### src/rtl/lifo_fifo_buf.sv
// Single-clock stack/queue buffer with run-time LIFO/FIFO mode, simultaneous
// read+write, almost-full/empty thresholds and sticky overflow/underflow flags.
module lifo_fifo_buf #(
    parameter int DWIDTH = 8,
    parameter int AWIDTH = 4,
    parameter int AF_THR = 2**AWIDTH - 2,
    parameter int AE_THR = 2
) (
    input  logic              clk_i,
    input  logic              arstn_i,
    input  logic              mode_i,
    input  logic              wrreq_i,
    input  logic [DWIDTH-1:0] data_i,
    input  logic              rdreq_i,
    output logic [DWIDTH-1:0] q_o,
    output logic              empty_o,
    output logic              full_o,
    output logic              almost_empty_o,
    output logic              almost_full_o,
    output logic [AWIDTH:0]   usedw_o,
    input  logic              err_clr_i,
    output logic              ovf_o,
    output logic              udf_o
);

    typedef enum logic {
        MODE_LIFO = 1'b0,
        MODE_FIFO = 1'b1
    } mode_e;

    localparam logic [AWIDTH:0] AF_LVL = (AWIDTH+1)'(AF_THR);
    localparam logic [AWIDTH:0] AE_LVL = (AWIDTH+1)'(AE_THR);

    logic [DWIDTH-1:0] mem [2**AWIDTH];
    logic [DWIDTH-1:0] q;
    logic [AWIDTH:0]   count;
    logic [AWIDTH-1:0] wr_ptr;
    logic [AWIDTH-1:0] rd_ptr;
    mode_e             mode;
    logic              ovf;
    logic              udf;

    logic              full;
    logic              empty;
    logic              wr_acc;
    logic              rd_acc;
    logic [AWIDTH-1:0] top;
    logic [AWIDTH-1:0] wr_addr;
    logic [AWIDTH-1:0] rd_addr;

    // Count can only reach 2**AWIDTH, so its MSB alone marks full.
    assign full   = count[AWIDTH];
    assign empty  = (count == '0);
    assign wr_acc = wrreq_i && (!full || rdreq_i);
    assign rd_acc = rdreq_i && !empty;
    assign top    = count[AWIDTH-1:0] - AWIDTH'(1);

    always_comb begin
        rd_addr = rd_ptr;
        wr_addr = wr_ptr;
        if (mode == MODE_LIFO) begin
            rd_addr = top;
            // A simultaneous push/pop in LIFO replaces the top in place.
            wr_addr = rd_acc ? top : count[AWIDTH-1:0];
        end
    end

    always_ff @(posedge clk_i) begin
        if (wr_acc) begin
            mem[wr_addr] <= data_i;
        end
    end

    always_ff @(posedge clk_i or negedge arstn_i) begin
        if (!arstn_i) begin
            q      <= '0;
            count  <= '0;
            wr_ptr <= '0;
            rd_ptr <= '0;
            mode   <= MODE_LIFO;
            ovf    <= 1'b0;
            udf    <= 1'b0;
        end else begin
            if (rd_acc) begin
                q <= mem[rd_addr];
            end

            case ({wr_acc, rd_acc})
                2'b10:   count <= count + (AWIDTH+1)'(1);
                2'b01:   count <= count - (AWIDTH+1)'(1);
                default: count <= count;
            endcase

            if (empty && !wrreq_i) begin
                mode   <= mode_e'(mode_i);
                wr_ptr <= '0;
                rd_ptr <= '0;
            end else if (mode == MODE_FIFO) begin
                if (wr_acc) wr_ptr <= wr_ptr + AWIDTH'(1);
                if (rd_acc) rd_ptr <= rd_ptr + AWIDTH'(1);
            end

            if (err_clr_i) begin
                ovf <= 1'b0;
                udf <= 1'b0;
            end else begin
                if (wrreq_i && !wr_acc) ovf <= 1'b1;
                if (rdreq_i && !rd_acc) udf <= 1'b1;
            end
        end
    end

    assign q_o            = q;
    assign usedw_o        = count;
    assign empty_o        = empty;
    assign full_o         = full;
    assign almost_empty_o = (count <= AE_LVL);
    assign almost_full_o  = (count >= AF_LVL);
    assign ovf_o          = ovf;
    assign udf_o          = udf;

endmodule

### config.mk
export PLATFORM = sky130hd
export DESIGN_NAME = lifo_fifo_buf
export DESIGN_NICKNAME = d
export VERILOG_FILES = /design/src/rtl/lifo_fifo_buf.sv
export SDC_FILE = /design/constraint.sdc
export NUM_CORES = 1
export LEC_CHECK = 0
export CORE_UTILIZATION = 42
export DETAILED_ROUTE_END_ITERATION = 12
export DONT_BUFFER_PORTS = 1
export GPL_ROUTABILITY_DRIVEN = 0
export HOLD_SLACK_MARGIN = 0.12
export PLACE_DENSITY_LB_ADDON = 0.25
export SLEW_MARGIN = 20
export SYNTH_ARGS = -nofsm -noshare
export SYNTH_HDL_FRONTEND = slang
export SYNTH_SLANG_ARGS = --single-unit
### constraint.sdc
create_clock -name clk_i -period 5.7 [get_ports clk_i]
set_clock_uncertainty 0.1 [all_clocks]
set_input_delay 0.57 -clock clk_i [delete_from_list [all_inputs] [get_ports clk_i]]
set_output_delay 0.57 -clock clk_i [all_outputs]
set_load 0.02 [all_outputs]
==> out/metrics.csv <==
metric,value,unit
status,completed,
placed cell count,766,
io pins,33,
DR vias,4942,
vias per cell,6.094,
Setup Viol. Count Final,0,
Worst-Margin Slew,1.111,ns
relative slew slack,0.2540,
kind of end point of the critical path,flop,
DPL Wire Length,12.05,mm
final antenna-violating net count,0,
Syn Nets,605,
required time worst endpoint,5.65,ns
pwr dens,622.0,nW/µm²
WL/cell,23.03,µm
synthesized flop and latch total,152,
Crit Path Category,flop to flop,
vias in the first global route,4906,
synthesized area per cell,11.96,µm²
asr flop ratio synth,0.1579,
clk buf depth,2,
Area growth syn-to-layout,12.96,%
CTS buffer count,17,
first-pass GRT wire length,28.22,mm
Main synth FF type,edfxtp_1,
clock latency on the worst-skew pair,0.43,ns
DIE HEIGHT,130.8,µm
f_max,242.4,MHz
synth unique cells,57,
fill count,1380,
Critical Path Fanout Max,29,
worst slack at placement,1.699,ns
TritonRoute pass-1 iters,6,
worst hold path class,input port to flop,
H-tree Lvls,4,
Gate Count Post-Synth,583,
"Slew Viols, Final",0,
max_cap viols,0,
critical path arrival,4.07,ns
Setup crit start,usedw_o[0],
sequential cell area,4444,µm²
share of layout cells above drive strength 1,0.09076,
Post-synth EDFFs,128,
"Reg clk slew, reported paths",0.06,ns
Post-CTS Resized,0,
Startpoint Class,flop,
Static Leakage,2.681,nW
nets@finish,604,
Initial Util,0.4342,
DRC violations left,0,
port buffer count,0,
Finished Layout Cells,811,
Starting DRT DRC Count,576,
cell area after synthesis,6972,µm²
Post-CTS Setup Bufs,0,
Inserted Diodes,0,
worst r2r src,usedw_o[0],
Ys Warns,0,
grt ovf,0,
clk sinks,152,
RSZ-0062 raised after global routing,no,
Die X,130.8,µm
HP Start,data_i[4],
DIE AREA,17120,µm²
Final WS setup,1.575,ns
Tcrit/Tclk final,0.7237,
aggregate negative setup slack,0,ns
clk root buf,clkbuf_16,
core footprint,16060,µm²
most frequent cells in the layout,"128 x edfxtp_1, 62 x nor2_1, 43 x a21oi_1",
largest cells by area after synthesis,"edfxtp_1 55%, dfrtp_1 8.6%, nor2_1 3.3%",
Synth area leader,edfxtp_1,
initial antenna violation count,0,
top-area cell type share of the netlist area,0.5513,
"most common cell after layout, fill and taps aside",edfxtp_1,
TritonCTS clock tree,built,
area occupied by multi-input gates,2300,µm²
VDD IR-drop max,315.4,µV
Final Hold Vio Count,0,
fin util,0.4904,
largest net degree at the start of global routing,37,
row count,46,
Tmin final,4.125,ns
sequential cell area fraction in the yosys report,0.6375,
WL final,18.67,mm
GRT Total Usage,0.2309,
-- sequential cells by signal, summed over array words and instances (netlist names) --
name and count:
mem 128, q_o 8, usedw_o 5, rd_ptr 4
wr_ptr 4, mode 1, ovf_o 1, udf_o 1
-- cells by family after synthesis --
group	after synthesis	synth area share
and+or+nand+nor	181	0.1283
AOI/OAI and AO/OA	172	0.1613
DFF	152	0.6375
buffers and inverters	52	0.03356
xor gates and xnor gates	13	0.01741
adders and majority gates	8	0.01436
muxes	5	0.007538
-- metrics by stage --
step,cell area [µm²],power (W),hold slack [ns]
after floorplan,6972,0.003126,0.1744
after global placement,7112,0.003628,0.1751
after detailed placement,7112,0.003662,0.1750
after CTS,7775,0.004860,0.1226
after global routing,7875,0.005176,0.1178
final,7875,0.004899,0.1395
-- path summary, 6_finish.rpt --
check / depth (start not counted) / end / slack (ns)
setup / recovery: 9 / mem[14][7] / 1.58
hold / removal: 0 / mem[8][4] / 0.14
setup reg to reg: 9 / mem[14][7] / 1.58
hold reg to reg: 2 / wr_ptr[3] / 0.45
max in group asynchronous: 2 / q_o[0] / 4.86
min in group asynchronous: 2 / usedw_o[3] / 0.48
-- layer usage --
metal  vias to the layer above  part of all wire  global-route usage
met5                         -                 0                   0
met4                         0             0.029              0.1014
met3                        33             0.076             0.06352
met2                       219              0.47              0.3663
met1                      2472              0.43              0.2967
li1                       2218                 -                   -
-- worst max-delay path, stage by stage (launching register included) --
cell,delay [ns]
dfrtp_1,0.32
buf_4,0.36
clkinv_1,0.43
ha_1,0.37
or4b_1,0.39
nand3_1,0.15
xor2_1,0.16
o21ai_1,0.45
nand2_1,0.19
nor2_1,0.80
-- what timing repair did --
action | in CTS | in global routing
hold endpoints to repair | 26 | 32
setup endpoints to repair | 0 | 0
hold buffers | 3 | 10
-- area by class of cell --
cell class	count	share of cell area
Clock buffer	17	0.05402
Clock inverter	15	0.02510
Sequential cell	152	0.5643
Timing Repair Buffer	20	0.02447
Tap cell	216	0.03432
Multi-Input combinational cell	379	0.2920
Inverter	12	0.005720
-- synth_stat cells (2+ instances only) --
master,n
a211oi_1,7
a21o_1,2
a21oi_1,43
a21oi_2,2
a221oi_1,2
a2bb2oi_1,7
a31oi_1,3
and3_1,14
buf_1,3
buf_2,13
buf_4,2
buf_6,2
clkbuf_1,20
dfrtp_1,24
edfxtp_1,128
ha_1,8
inv_1,8
inv_2,3
mux2_2,2
mux2i_1,3
nand2_1,31
nand2b_1,5
nand2b_4,2
nand3_1,22
nand4_1,2
nor2_1,62
nor2b_1,10
nor3_1,10
nor4_1,14
o211ai_1,17
o21a_1,9
o21ai_0,30
o21bai_1,9
o221ai_1,9
o22ai_1,22
o311ai_0,2
xnor2_1,3
xor2_1,9
-- report_power, final --
| part | internal (W) | switching [W] | leakage, nW |
|---|---|---|---|
| registers | 0.00140 | 0.000260 | 1.45 |
| logic | 0.000703 | 0.00134 | 0.929 |
| clock network | 0.000734 | 0.000458 | 0.299 |
Power figures use the tool's default switching activity.
